--- src/rtl/i2c_master_ctrl_if.sv ---
// i2c_master_ctrl_if: command, response and open-drain bus signals of the I2C master.
// master = command issuer / bus environment side, slave = controller side.
interface i2c_master_ctrl_if #(
    parameter int DIV_W  = 16,
    parameter int ADDR_W = 7
);
    logic              cmd_valid;
    logic              cmd_ready;
    logic              cmd_start;
    logic              cmd_stop;
    logic              cmd_rw;
    logic [ADDR_W-1:0] cmd_addr;
    logic [7:0]        cmd_wdata;
    logic              cmd_nack_last;
    logic [DIV_W-1:0]  half_period;
    logic              scl_in;
    logic              sda_in;
    logic              scl_oe;
    logic              sda_oe;
    logic              rsp_valid;
    logic [7:0]        rsp_rdata;
    logic              rsp_nack;
    logic              busy;

    modport master (
        output cmd_valid, cmd_start, cmd_stop, cmd_rw, cmd_addr,
        output cmd_wdata, cmd_nack_last, half_period, scl_in, sda_in,
        input  cmd_ready, scl_oe, sda_oe, rsp_valid, rsp_rdata,
        input  rsp_nack, busy
    );

    modport slave (
        input  cmd_valid, cmd_start, cmd_stop, cmd_rw, cmd_addr,
        input  cmd_wdata, cmd_nack_last, half_period, scl_in, sda_in,
        output cmd_ready, scl_oe, sda_oe, rsp_valid, rsp_rdata,
        output rsp_nack, busy
    );
endinterface

--- src/rtl/i2c_master_ctrl.sv ---
// i2c_master_ctrl: command-driven I2C master, START/Sr + addr + one byte + STOP or HOLD.
// Optional slave clock stretching is enabled with the macro I2C_CLK_STRETCH_EN.
module i2c_master_ctrl #(
    parameter int DIV_W  = 16,
    parameter int ADDR_W = 7
) (
    input logic              clk,
    input logic              reset,
    i2c_master_ctrl_if.slave bus
);
    typedef enum logic [3:0] {
        IDLE, START, RSTRT, ADDR, AACK, DATA, DACK, STOP, HOLD
    } state_t;

    state_t            state;
    logic [1:0]        ph;
    logic [DIV_W-1:0]  cnt;
    logic [DIV_W-1:0]  hp;
    logic [DIV_W-1:0]  hp_in;
    logic [2:0]        bit_idx;
    logic [ADDR_W-1:0] addr_q;
    logic              rw_q;
    logic              stop_q;
    logic              nlast_q;
    logic [7:0]        wdata_q;
    logic [7:0]        rx;
    logic              scl_oe_q;
    logic              sda_oe_q;
    logic              rsp_valid_q;
    logic              rsp_nack_q;
    logic [7:0]        rsp_rdata_q;
    logic [ADDR_W:0]   abyte;
    logic              idle_or_hold;
    logic              freeze;

    assign hp_in = (bus.half_period < DIV_W'(2)) ? DIV_W'(2) : bus.half_period;
    assign abyte = {addr_q, rw_q};
    assign idle_or_hold = (state == IDLE) || (state == HOLD);

`ifdef I2C_CLK_STRETCH_EN
    // a released SCL still held low by the slave delays the high half
    assign freeze = !scl_oe_q && !bus.scl_in;
`else
    logic unused_scl_in;
    assign unused_scl_in = bus.scl_in;
    assign freeze = 1'b0;
`endif

    assign bus.cmd_ready = idle_or_hold;
    assign bus.busy      = (state != IDLE);
    assign bus.scl_oe    = scl_oe_q;
    assign bus.sda_oe    = sda_oe_q;
    assign bus.rsp_valid = rsp_valid_q;
    assign bus.rsp_rdata = rsp_rdata_q;
    assign bus.rsp_nack  = rsp_nack_q;

    // Bus sequencer: each phase lasts one half-period, outputs change on phase entry.
    always_ff @(posedge clk or negedge reset) begin
        if (!reset) begin
            state       <= IDLE;
            ph          <= 2'd0;
            cnt         <= '0;
            hp          <= DIV_W'(2);
            bit_idx     <= 3'd7;
            addr_q      <= '0;
            rw_q        <= 1'b0;
            stop_q      <= 1'b0;
            nlast_q     <= 1'b0;
            wdata_q     <= 8'h00;
            rx          <= 8'h00;
            scl_oe_q    <= 1'b0;
            sda_oe_q    <= 1'b0;
            rsp_valid_q <= 1'b0;
            rsp_nack_q  <= 1'b0;
            rsp_rdata_q <= 8'h00;
        end else begin
            rsp_valid_q <= 1'b0;
            if (idle_or_hold) begin
                if (bus.cmd_valid) begin
                    hp         <= hp_in;
                    cnt        <= hp_in - DIV_W'(1);
                    addr_q     <= bus.cmd_addr;
                    rw_q       <= bus.cmd_rw;
                    stop_q     <= bus.cmd_stop;
                    nlast_q    <= bus.cmd_nack_last;
                    wdata_q    <= bus.cmd_wdata;
                    rsp_nack_q <= 1'b0;
                    ph         <= 2'd0;
                    bit_idx    <= 3'd7;
                    if (state == IDLE) begin
                        state    <= START;
                        sda_oe_q <= 1'b1;
                        scl_oe_q <= 1'b0;
                    end else if (bus.cmd_start) begin
                        state    <= RSTRT;
                        sda_oe_q <= 1'b0;
                        scl_oe_q <= 1'b1;
                    end else begin
                        state    <= DATA;
                        scl_oe_q <= 1'b1;
                        sda_oe_q <= bus.cmd_rw ? 1'b0 : ~bus.cmd_wdata[7];
                    end
                end
            end else if (!freeze) begin
                if (cnt != '0) begin
                    cnt <= cnt - DIV_W'(1);
                end else begin
                    cnt <= hp - DIV_W'(1);
                    case (state)
                        START: begin
                            state    <= ADDR;
                            ph       <= 2'd0;
                            scl_oe_q <= 1'b1;
                            sda_oe_q <= ~abyte[7];
                        end
                        RSTRT: begin
                            if (ph == 2'd0) begin
                                ph       <= 2'd1;
                                scl_oe_q <= 1'b0;
                            end else if (ph == 2'd1) begin
                                ph       <= 2'd2;
                                sda_oe_q <= 1'b1;
                            end else begin
                                state    <= ADDR;
                                ph       <= 2'd0;
                                scl_oe_q <= 1'b1;
                                sda_oe_q <= ~abyte[7];
                            end
                        end
                        ADDR: begin
                            if (ph == 2'd0) begin
                                ph       <= 2'd1;
                                scl_oe_q <= 1'b0;
                            end else begin
                                ph       <= 2'd0;
                                scl_oe_q <= 1'b1;
                                if (bit_idx == 3'd0) begin
                                    state    <= AACK;
                                    sda_oe_q <= 1'b0;
                                end else begin
                                    bit_idx  <= bit_idx - 3'd1;
                                    sda_oe_q <= ~abyte[bit_idx - 3'd1];
                                end
                            end
                        end
                        AACK: begin
                            if (ph == 2'd0) begin
                                ph       <= 2'd1;
                                scl_oe_q <= 1'b0;
                            end else begin
                                ph       <= 2'd0;
                                scl_oe_q <= 1'b1;
                                if (bus.sda_in) begin
                                    rsp_nack_q <= 1'b1;
                                    state      <= STOP;
                                    sda_oe_q   <= 1'b1;
                                end else begin
                                    state    <= DATA;
                                    bit_idx  <= 3'd7;
                                    sda_oe_q <= rw_q ? 1'b0 : ~wdata_q[7];
                                end
                            end
                        end
                        DATA: begin
                            if (ph == 2'd0) begin
                                ph       <= 2'd1;
                                scl_oe_q <= 1'b0;
                            end else begin
                                ph       <= 2'd0;
                                scl_oe_q <= 1'b1;
                                if (rw_q) rx <= {rx[6:0], bus.sda_in};
                                if (bit_idx == 3'd0) begin
                                    state    <= DACK;
                                    sda_oe_q <= rw_q ? ~nlast_q : 1'b0;
                                end else begin
                                    bit_idx  <= bit_idx - 3'd1;
                                    sda_oe_q <= rw_q ? 1'b0
                                                     : ~wdata_q[bit_idx - 3'd1];
                                end
                            end
                        end
                        DACK: begin
                            if (ph == 2'd0) begin
                                ph       <= 2'd1;
                                scl_oe_q <= 1'b0;
                            end else begin
                                ph       <= 2'd0;
                                scl_oe_q <= 1'b1;
                                if (rw_q) rsp_rdata_q <= rx;
                                else rsp_nack_q <= bus.sda_in;
                                if (stop_q) begin
                                    state    <= STOP;
                                    sda_oe_q <= 1'b1;
                                end else begin
                                    state       <= HOLD;
                                    sda_oe_q    <= 1'b0;
                                    rsp_valid_q <= 1'b1;
                                end
                            end
                        end
                        STOP: begin
                            if (ph == 2'd0) begin
                                ph       <= 2'd1;
                                scl_oe_q <= 1'b0;
                            end else if (ph == 2'd1) begin
                                ph       <= 2'd2;
                                sda_oe_q <= 1'b0;
                            end else begin
                                state       <= IDLE;
                                ph          <= 2'd0;
                                rsp_valid_q <= 1'b1;
                            end
                        end
                        default: begin
                            state    <= IDLE;
                            scl_oe_q <= 1'b0;
                            sda_oe_q <= 1'b0;
                        end
                    endcase
                end
            end
        end
    end
endmodule

--- src/flat_wrapper.sv ---
// flat-port wrapper written by rule: the top's interface ports become plain ports
module i2c_master_ctrl_flat 
#(
    parameter int DIV_W  = 16,
    parameter int ADDR_W = 7
)
  (clk, reset, bus_cmd_valid, bus_cmd_start, bus_cmd_stop, bus_cmd_rw, bus_cmd_addr, bus_cmd_wdata, bus_cmd_nack_last, bus_half_period, bus_scl_in, bus_sda_in, bus_cmd_ready, bus_scl_oe, bus_sda_oe, bus_rsp_valid, bus_rsp_rdata, bus_rsp_nack, bus_busy);
  i2c_master_ctrl_if #(.DIV_W(DIV_W), .ADDR_W(ADDR_W)) bus_i ();
  input logic clk;
  input logic reset;
  input wire logic [$bits(bus_i.cmd_valid)-1:0] bus_cmd_valid;
  input wire logic [$bits(bus_i.cmd_start)-1:0] bus_cmd_start;
  input wire logic [$bits(bus_i.cmd_stop)-1:0] bus_cmd_stop;
  input wire logic [$bits(bus_i.cmd_rw)-1:0] bus_cmd_rw;
  input wire logic [$bits(bus_i.cmd_addr)-1:0] bus_cmd_addr;
  input wire logic [$bits(bus_i.cmd_wdata)-1:0] bus_cmd_wdata;
  input wire logic [$bits(bus_i.cmd_nack_last)-1:0] bus_cmd_nack_last;
  input wire logic [$bits(bus_i.half_period)-1:0] bus_half_period;
  input wire logic [$bits(bus_i.scl_in)-1:0] bus_scl_in;
  input wire logic [$bits(bus_i.sda_in)-1:0] bus_sda_in;
  output wire logic [$bits(bus_i.cmd_ready)-1:0] bus_cmd_ready;
  output wire logic [$bits(bus_i.scl_oe)-1:0] bus_scl_oe;
  output wire logic [$bits(bus_i.sda_oe)-1:0] bus_sda_oe;
  output wire logic [$bits(bus_i.rsp_valid)-1:0] bus_rsp_valid;
  output wire logic [$bits(bus_i.rsp_rdata)-1:0] bus_rsp_rdata;
  output wire logic [$bits(bus_i.rsp_nack)-1:0] bus_rsp_nack;
  output wire logic [$bits(bus_i.busy)-1:0] bus_busy;
  assign bus_i.cmd_valid = bus_cmd_valid;
  assign bus_i.cmd_start = bus_cmd_start;
  assign bus_i.cmd_stop = bus_cmd_stop;
  assign bus_i.cmd_rw = bus_cmd_rw;
  assign bus_i.cmd_addr = bus_cmd_addr;
  assign bus_i.cmd_wdata = bus_cmd_wdata;
  assign bus_i.cmd_nack_last = bus_cmd_nack_last;
  assign bus_i.half_period = bus_half_period;
  assign bus_i.scl_in = bus_scl_in;
  assign bus_i.sda_in = bus_sda_in;
  assign bus_cmd_ready = bus_i.cmd_ready;
  assign bus_scl_oe = bus_i.scl_oe;
  assign bus_sda_oe = bus_i.sda_oe;
  assign bus_rsp_valid = bus_i.rsp_valid;
  assign bus_rsp_rdata = bus_i.rsp_rdata;
  assign bus_rsp_nack = bus_i.rsp_nack;
  assign bus_busy = bus_i.busy;
  i2c_master_ctrl #(.DIV_W(DIV_W), .ADDR_W(ADDR_W)) u_core (.clk(clk), .reset(reset), .bus(bus_i));
endmodule
--- config.mk ---
export PLATFORM = sky130hd
export DESIGN_NAME = i2c_master_ctrl_flat
export DESIGN_NICKNAME = d
export VERILOG_FILES = /design/src/rtl/i2c_master_ctrl_if.sv /design/src/rtl/i2c_master_ctrl.sv /design/src/flat_wrapper.sv
export SDC_FILE = /design/constraint.sdc
export NUM_CORES = 1
export LEC_CHECK = 0
export BUFFER_PORTS_ARGS = -buffer_cell sky130_fd_sc_hd__buf_2
export CORE_MARGIN = 3
export CORE_UTILIZATION = 32
export CTS_BUF_LIST = sky130_fd_sc_hd__clkbuf_2
export DETAILED_ROUTE_END_ITERATION = 10
export HOLD_SLACK_MARGIN = 0.12
export PLACE_DENSITY = 0.58
export SLEW_MARGIN = 0
export SYNTH_ARGS = -nofsm -noshare
export SYNTH_HDL_FRONTEND = slang
export SYNTH_SLANG_ARGS = --single-unit
--- constraint.sdc ---
create_clock -name clk -period 2.6 [get_ports clk]
set_input_delay 0.52 -clock clk [delete_from_list [all_inputs] [get_ports clk]]
set_output_delay 0.52 -clock clk [all_outputs]
set_load 0.01 [all_outputs]
* Word-level counts from Yosys, hierarchy flattened
Cells that the tools add are included.
Cells by class: mux-type cells 87, bitwise operators 9, equality and inequality tests 29, reduce and logical (&&, ||, !) cells 21, $add $sub $neg 4, order comparisons 2
Operators by type and width (count):
- $mux W16 | 4
- $mux W4 | 14
- $sub A16 B1 Y16 const B | 3
- $mux W1 | 45
- $ne A3 B3 Y1 const B | 13
- $pmux W4 S7 | 1
- $mux W3 | 9
- $eq A4 B3 Y1 const B | 4
- $lt A16 B2 Y1 const B | 1
- $reduce_bool A16 Y1 | 1
- $reduce_and A7 Y1 | 2
- $mux W2 | 6
- $ne A3 B2 Y1 const B | 4
- $reduce_and A12 Y1 | 1
- $reduce_and A5 Y1 | 2
- $not A1 Y1 | 9
- $reduce_and A9 Y1 | 1
- $eq A4 B2 Y1 const B | 2
- $reduce_bool A4 Y1 | 2
- $pmux W1 S7 | 1
- $bmux W1 S3 | 2
- $pmux W2 S3 | 1
- $pmux W3 S2 | 1
- $reduce_bool A3 Y1 | 2
- other kinds (18) | 21
Word-level totals: register bits 79, bits of input ports 40

* Depth between registers and ports, before layout
depth in word-level cells 10, depth in mapped cells 14, mapped depth without buffers 10

* Worst setup path after synthesis
OpenSTA, ideal clock, no wires.
kind register -> register, start reg u_core.state[1], end reg u_core.cnt[14], library setup time 132 ps, data arrival time 2647 ps, data required time 2468 ps, setup slack -179 ps, buffers on the path 5, stages on the path, launching flop included 15, clock period less this slack 2779 ps, cells stage by stage dfrtp_1 -> buf_6 -> or3_4 -> buf_6 -> clkinv_4 -> buf_8 -> buf_4 -> buf_2 -> a21o_1 -> ha_1 -> o211ai_1 -> a21oi_1 -> nand4_1 -> xnor2_1 -> o21ai_1
On the way: word-level cells in the longest chain between the ends 3, elaborated cells on any way between the ends 5, classes of those cells eq/ne: 2; mux: 1; reduce/logical: 2
RTL lines:
- start: declaration | RTL line i2c_master_ctrl.sv:15 | state_t state;
- start signal: assignment | RTL line i2c_master_ctrl.sv:60 | state <= IDLE;
- start signal: assignment | RTL line i2c_master_ctrl.sv:91 | state <= START;
- start signal: assignment | RTL line i2c_master_ctrl.sv:95 | state <= RSTRT;
- $eq A4 B4 Y1 or $logic_not A4 Y1 (tied branches) | RTL line i2c_master_ctrl.sv:38 | assign idle_or_hold = (state == IDLE) || (state == HOLD);
- $logic_or A1 B1 Y1 (*) | RTL line i2c_master_ctrl.sv:38
- named net bus_cmd_ready | RTL line flat_wrapper.sv:21 | output wire logic [$bits(bus_i.cmd_ready)-1:0] bus_cmd_ready;
- $ne A2 B2 Y1 (no source line) or $mux W16 (tied branches)
- end signal: assignment | RTL line i2c_master_ctrl.sv:81 | cnt <= hp_in - DIV_W'(1);
- end signal: assignment | RTL line i2c_master_ctrl.sv:106 | cnt <= cnt - DIV_W'(1);
- end signal: assignment | RTL line i2c_master_ctrl.sv:108 | cnt <= hp - DIV_W'(1);
- end: declaration | RTL line i2c_master_ctrl.sv:17 | logic [DIV_W-1:0] cnt;
Mark *: on every way through the listed nets, which the timed path passes. The rest lies on a longest branch. A chain may end at the register's enable or synchronous reset.

* Worst setup path in the final report
start reg u_core.cnt[13], end reg u_core.cnt[4]
On the way: word-level cells in the longest chain between the ends 3
RTL lines:
- $reduce_bool A16 Y1 | RTL line i2c_master_ctrl.sv:105 | if (cnt != '0) begin
- $mux W16 | RTL line i2c_master_ctrl.sv:105
- $mux W16 | RTL line i2c_master_ctrl.sv:78 | if (idle_or_hold) begin
No other way between the ends.

==> impl_metrics.prom <==
# TYPE chip_impl_metric gauge
chip_impl_metric{name="avgViaCountPerCell",unit=""} 5.23
chip_impl_metric{name="routabilityCongestion",unit=""} 0.886
chip_impl_metric{name="yosys.area_share.adder",unit="%"} 0.849
chip_impl_metric{name="final.min_clock_period",unit="ns"} 2.48
chip_impl_metric{name="detailed_place.area",unit="um^2"} 5040
chip_impl_info{name="cp_class",value="flip-flop to flip-flop"} 1
chip_impl_metric{name="finalCritPeriodShare",unit="%"} 95.5
chip_impl_metric{name="postSynthRegisterBits",unit=""} 79
chip_impl_metric{name="ys.warnings.count",unit=""} 0
chip_impl_metric{name="worst-endpoint-arrival",unit="ns"} 2.94
chip_impl_metric{name="cts.path.max_buffers",unit=""} 2
chip_impl_metric{name="combPwrFrac",unit="%"} 21.5
chip_impl_metric{name="die_area",unit="um^2"} 15300
chip_impl_metric{name="area_fraction_in_compound_gates_after_synthesis",unit="%"} 14.5
chip_impl_metric{name="timing.slew.headroom",unit="%"} 60.6
chip_impl_metric{name="post-route-drc-count",unit=""} 0
chip_impl_metric{name="globalRouteOverflowTotal",unit=""} 0
chip_impl_info{name="critical_path.reg2reg.startpoint",value="u_core.cnt[13]"} 1
chip_impl_metric{name="num_antenna_cells",unit=""} 0
chip_impl_metric{name="setup_violations",unit=""} 0
chip_impl_metric{name="whs",unit="ns"} 0.213
chip_impl_metric{name="synthMuxAreaShare",unit="%"} 19.5
chip_impl_metric{name="boundaryPins",unit=""} 54
chip_impl_metric{name="yosysUniqueCellTypes",unit=""} 57
chip_impl_info{name="layout.cells.most_common_list",value="75 x sky130_fd_sc_hd__dfrtp_1, 52 x sky130_fd_sc_hd__mux2_2, 51 x sky130_fd_sc_hd__buf_2, 40 x sky130_fd_sc_hd__nand2_1, 34 x sky130_fd_sc_hd__buf_4"} 1
chip_impl_info{name="cts-root-buf",value="sky130_fd_sc_hd__clkbuf_2"} 1
chip_impl_metric{name="final_util",unit="%"} 41.1
chip_impl_info{name="synth-main-ff-cell",value="sky130_fd_sc_hd__dfrtp_1"} 1
chip_impl_metric{name="timing.reg2reg.setup_slack",unit="ns"} 0.12
chip_impl_metric{name="grt_antenna_before_repair",unit=""} 1
chip_impl_metric{name="power.leakage",unit="nW"} 2.53
chip_impl_metric{name="internal_power",unit="mW"} 1.94
chip_impl_metric{name="swShare",unit="%"} 31.3
chip_impl_metric{name="grt_max_degree",unit=""} 46
chip_impl_metric{name="synth_edf_count",unit=""} 0
chip_impl_info{name="final_common_cell",value="sky130_fd_sc_hd__dfrtp_1"} 1
chip_impl_metric{name="dr_total_vias",unit=""} 3683
chip_impl_info{name="timing.critical_path.from_type",value="flip-flop"} 1
chip_impl_info{name="tritoncts_clock_tree",value="yes"} 1
chip_impl_metric{name="synthesis.area",unit="um^2"} 4420
chip_impl_metric{name="post_route_wl",unit="um"} 11000
chip_impl_metric{name="final-instance-count-excl-fill",unit=""} 704
chip_impl_metric{name="start_util",unit="%"} 33.0
chip_impl_metric{name="dieWidth",unit="um"} 124
chip_impl_metric{name="htree_num_levels",unit=""} 3
chip_impl_metric{name="worstPathMaxFanout",unit=""} 4
chip_impl_info{name="setup.worst_path.start",value="u_core.cnt[13]"} 1
chip_impl_metric{name="tightestPinTransition",unit="ns"} 0.589
chip_impl_metric{name="asyncSetResetFlopFracSynth",unit="%"} 100
chip_impl_metric{name="placedCellCount",unit=""} 664
chip_impl_metric{name="post_drt_wl_per_cell",unit="um"} 15.6
chip_impl_metric{name="setup-tns-final",unit="ns"} 0
chip_impl_metric{name="dp.final_hpwl",unit="um"} 7970
chip_impl_metric{name="synth_xor_area_share",unit="%"} 2.97
chip_impl_metric{name="critPathRequiredTime",unit="ns"} 3.06
chip_impl_metric{name="avgSynthCellArea",unit="um^2"} 10.4
chip_impl_metric{name="worst_skew_pair.late_latency",unit="ns"} 0.58
chip_impl_metric{name="area_delta_synth_final",unit="%"} 24.5
chip_impl_metric{name="global_route_wire_length_before_repair",unit="um"} 18300
chip_impl_metric{name="postSynthNetCount",unit=""} 470
chip_impl_info{name="critical_path.endpoint",value="u_core.cnt[4]"} 1
chip_impl_metric{name="placementRows",unit=""} 42
chip_impl_metric{name="synth_cells",unit=""} 427
chip_impl_metric{name="clkSlewWorstSetupHoldPaths",unit="ns"} 0.21
chip_impl_metric{name="maxClockFrequency",unit="MHz"} 403
chip_impl_metric{name="timing.max_cap.violations",unit=""} 0
chip_impl_info{name="end_kind",value="flip-flop"} 1
chip_impl_metric{name="fp.dieH",unit="um"} 124
chip_impl_metric{name="synth_simple_gate_area_share",unit="%"} 13.6
chip_impl_metric{name="first_global_vias",unit=""} 3625
chip_impl_metric{name="max_ir_drop_vdd",unit="V"} 0.000276
chip_impl_metric{name="p_per_area",unit="nW/um^2"} 513
chip_impl_metric{name="numPortBuffers",unit=""} 52
chip_impl_metric{name="final_critical_path_setup_slack",unit="ns"} 0.117
chip_impl_metric{name="finalHoldViolations",unit=""} 0
chip_impl_metric{name="reg2regPathDepth",unit=""} 11
chip_impl_info{name="synth_top_family_by_area",value="multiplexers"} 1
chip_impl_metric{name="finalInstanceArea",unit="um^2"} 5510
chip_impl_metric{name="final_layout_size_suffix_gt1_share",unit="%"} 34.5
chip_impl_info{name="hold_path.class",value="input port to flip-flop"} 1
chip_impl_metric{name="fp.coreArea",unit="um^2"} 13400
chip_impl_metric{name="drtAntennaViolNets",unit=""} 0
chip_impl_metric{name="dp_worst_setup_slack",unit="ns"} -0.0832
chip_impl_metric{name="final-max-slew-violation-count",unit=""} 0
chip_impl_info{name="worstReg2RegEnd",value="u_core.cnt[4]"} 1
chip_impl_metric{name="cts_sinks",unit=""} 79
chip_impl_metric{name="ys_seq_area_share",unit="%"} 44.8
chip_impl_metric{name="cts_made_buffers",unit=""} 9
chip_impl_metric{name="global_route.usage.total",unit="%"} 15.4
chip_impl_metric{name="power_frac_clock",unit="%"} 26.8
chip_impl_metric{name="fin_total_pwr",unit="mW"} 2.83
chip_impl_metric{name="net-switching-power",unit="uW"} 884
chip_impl_metric{name="number_of_iterations_in_the_first_detailed_routing_pass",unit=""} 4
chip_impl_metric{name="finalNetCount",unit=""} 567
chip_impl_info{name="run_status",value="finished, final reports clean"} 1
chip_impl_metric{name="power.share.sequential",unit="%"} 51.7
chip_impl_metric{name="fin_worst_skew",unit="ns"} 0.0238
chip_impl_metric{name="dr_iter_0_viols",unit=""} 172
## how the worst min path moves through the flow
stage / startpoint / endpoint / slack (ns) / cells after the start
2_1_floorplan: reset / u_core.addr_q[0] / 0.22 / 0
3_3_place_gp: u_core.bus.sda_oe / u_core.bus.sda_oe / 0.47 / 2
3_5_place_dp: u_core.bus.sda_oe / u_core.bus.sda_oe / 0.48 / 2
4_1_cts: bus_half_period[9] / u_core.hp[9] / 0.12 / 2
5_1_grt: bus_half_period[9] / u_core.hp[9] / 0.14 / 2
6_report: bus_half_period[11] / u_core.hp[11] / 0.21 / 2
## worst max-delay path, stage by stage, from the launching register on
cell,delay [ns]
sky130_fd_sc_hd__dfrtp_1,0.47
sky130_fd_sc_hd__nor4_4,0.34
sky130_fd_sc_hd__buf_4,0.17
sky130_fd_sc_hd__and4_2,0.25
sky130_fd_sc_hd__a211oi_2,0.09
sky130_fd_sc_hd__a21o_1,0.18
sky130_fd_sc_hd__ha_1,0.21
sky130_fd_sc_hd__o211ai_1,0.16
sky130_fd_sc_hd__buf_4,0.19
sky130_fd_sc_hd__a211oi_1,0.05
sky130_fd_sc_hd__a31oi_1,0.15
sky130_fd_sc_hd__o221ai_1,0.12
## timing repair
action	in CTS	in global routing
gates resized for setup	5	12
pin swaps	0	2
hold buffers	22	0
endpoints found under the hold margin	54	0
buffers inserted	1	2
endpoints found under the setup margin	1	9
## state kept, by name, summed over array words and instances, names as in the netlist
signal and count:
u_core.addr_q 7, u_core.bit_idx 3, u_core.bus.rsp_nack 1, u_core.bus.rsp_rdata 8, u_core.bus.rsp_valid 1, u_core.bus.scl_oe 1
u_core.bus.sda_oe 1, u_core.cnt 16, u_core.hp 16, u_core.nlast_q 1, u_core.ph 2, u_core.rw_q 1
u_core.rx 8, u_core.state 4, u_core.stop_q 1, u_core.wdata_q 8
## kinds of logic after synthesis
family | count (synthesis)
AOI/OAI and AO/OA | 98
xor gates and xnor gates | 15
adders and majority gates | 3
buffers and inverters | 33
DFF | 79
muxes | 74
and+or+nand+nor | 125
## synth_stat cells, types with 2 or more instances
cell                         n  area, um^2
sky130_fd_sc_hd__a211oi_1    3        22.5
sky130_fd_sc_hd__mux2i_1    12         120
sky130_fd_sc_hd__a31oi_1     4        25.0
sky130_fd_sc_hd__o21a_1      3        22.5
sky130_fd_sc_hd__inv_1       7        26.3
sky130_fd_sc_hd__nor2_1     30         113
sky130_fd_sc_hd__mux4_2      4        90.1
sky130_fd_sc_hd__a2111oi_0   2        17.5
sky130_fd_sc_hd__or2_2       2        12.5
sky130_fd_sc_hd__buf_2       4        20.0
sky130_fd_sc_hd__dfstp_2     4         105
sky130_fd_sc_hd__o21ai_1    16        80.1
sky130_fd_sc_hd__o22a_1      2        17.5
sky130_fd_sc_hd__a21o_1      3        22.5
sky130_fd_sc_hd__a22oi_1     2        15.0
sky130_fd_sc_hd__nand4_1     9        56.3
sky130_fd_sc_hd__nand2b_1    5        31.3
sky130_fd_sc_hd__xor2_1      4        35.0
sky130_fd_sc_hd__o21ai_0    19        95.1
sky130_fd_sc_hd__a211o_1     5        43.8
sky130_fd_sc_hd__ha_1        3        37.5
sky130_fd_sc_hd__o22ai_1     3        18.8
sky130_fd_sc_hd__clkbuf_1   16        60.1
sky130_fd_sc_hd__mux2_1      6        67.6
sky130_fd_sc_hd__nor3_1     10        50.1
sky130_fd_sc_hd__dfrtp_1    75        1880
sky130_fd_sc_hd__o31ai_1     3        22.5
sky130_fd_sc_hd__mux2_2     52         586
sky130_fd_sc_hd__a21oi_1    23         115
sky130_fd_sc_hd__buf_6       2        22.5
sky130_fd_sc_hd__nand3_1     7        35.0
sky130_fd_sc_hd__nor4_1     12        75.1
sky130_fd_sc_hd__o41ai_1     2        17.5
sky130_fd_sc_hd__xnor2_1    11        96.3
sky130_fd_sc_hd__nand2_1    40         150
## layout make-up
type	count	area (um^2)
clock buffers	9	45.0
clock inverters	6	86.3
fillers	1332	7900
inverters	9	41.3
multi-input cells	315	2340
flip-flops and latches	79	1980
well taps	176	220
repair buffers	110	791
## power by group through the flow
stage	registers, mW	logic (mW)	clock network [mW]
after floorplan	1.43	0.393	0
after global placement	1.46	0.548	0
after detailed placement	1.46	0.559	0
after CTS	1.44	0.585	0.806
after global routing	1.47	0.682	0.847
final	1.46	0.608	0.756
## metal layers
metal  global-route usage [%]  share of wire, %
met1                     20.6                47
met2                     24.3                47
met3                     3.75               4.8
met4                     5.19               1.5
met5                        0             0.064
No activity file was read; power rests on OpenSTA's default activity.
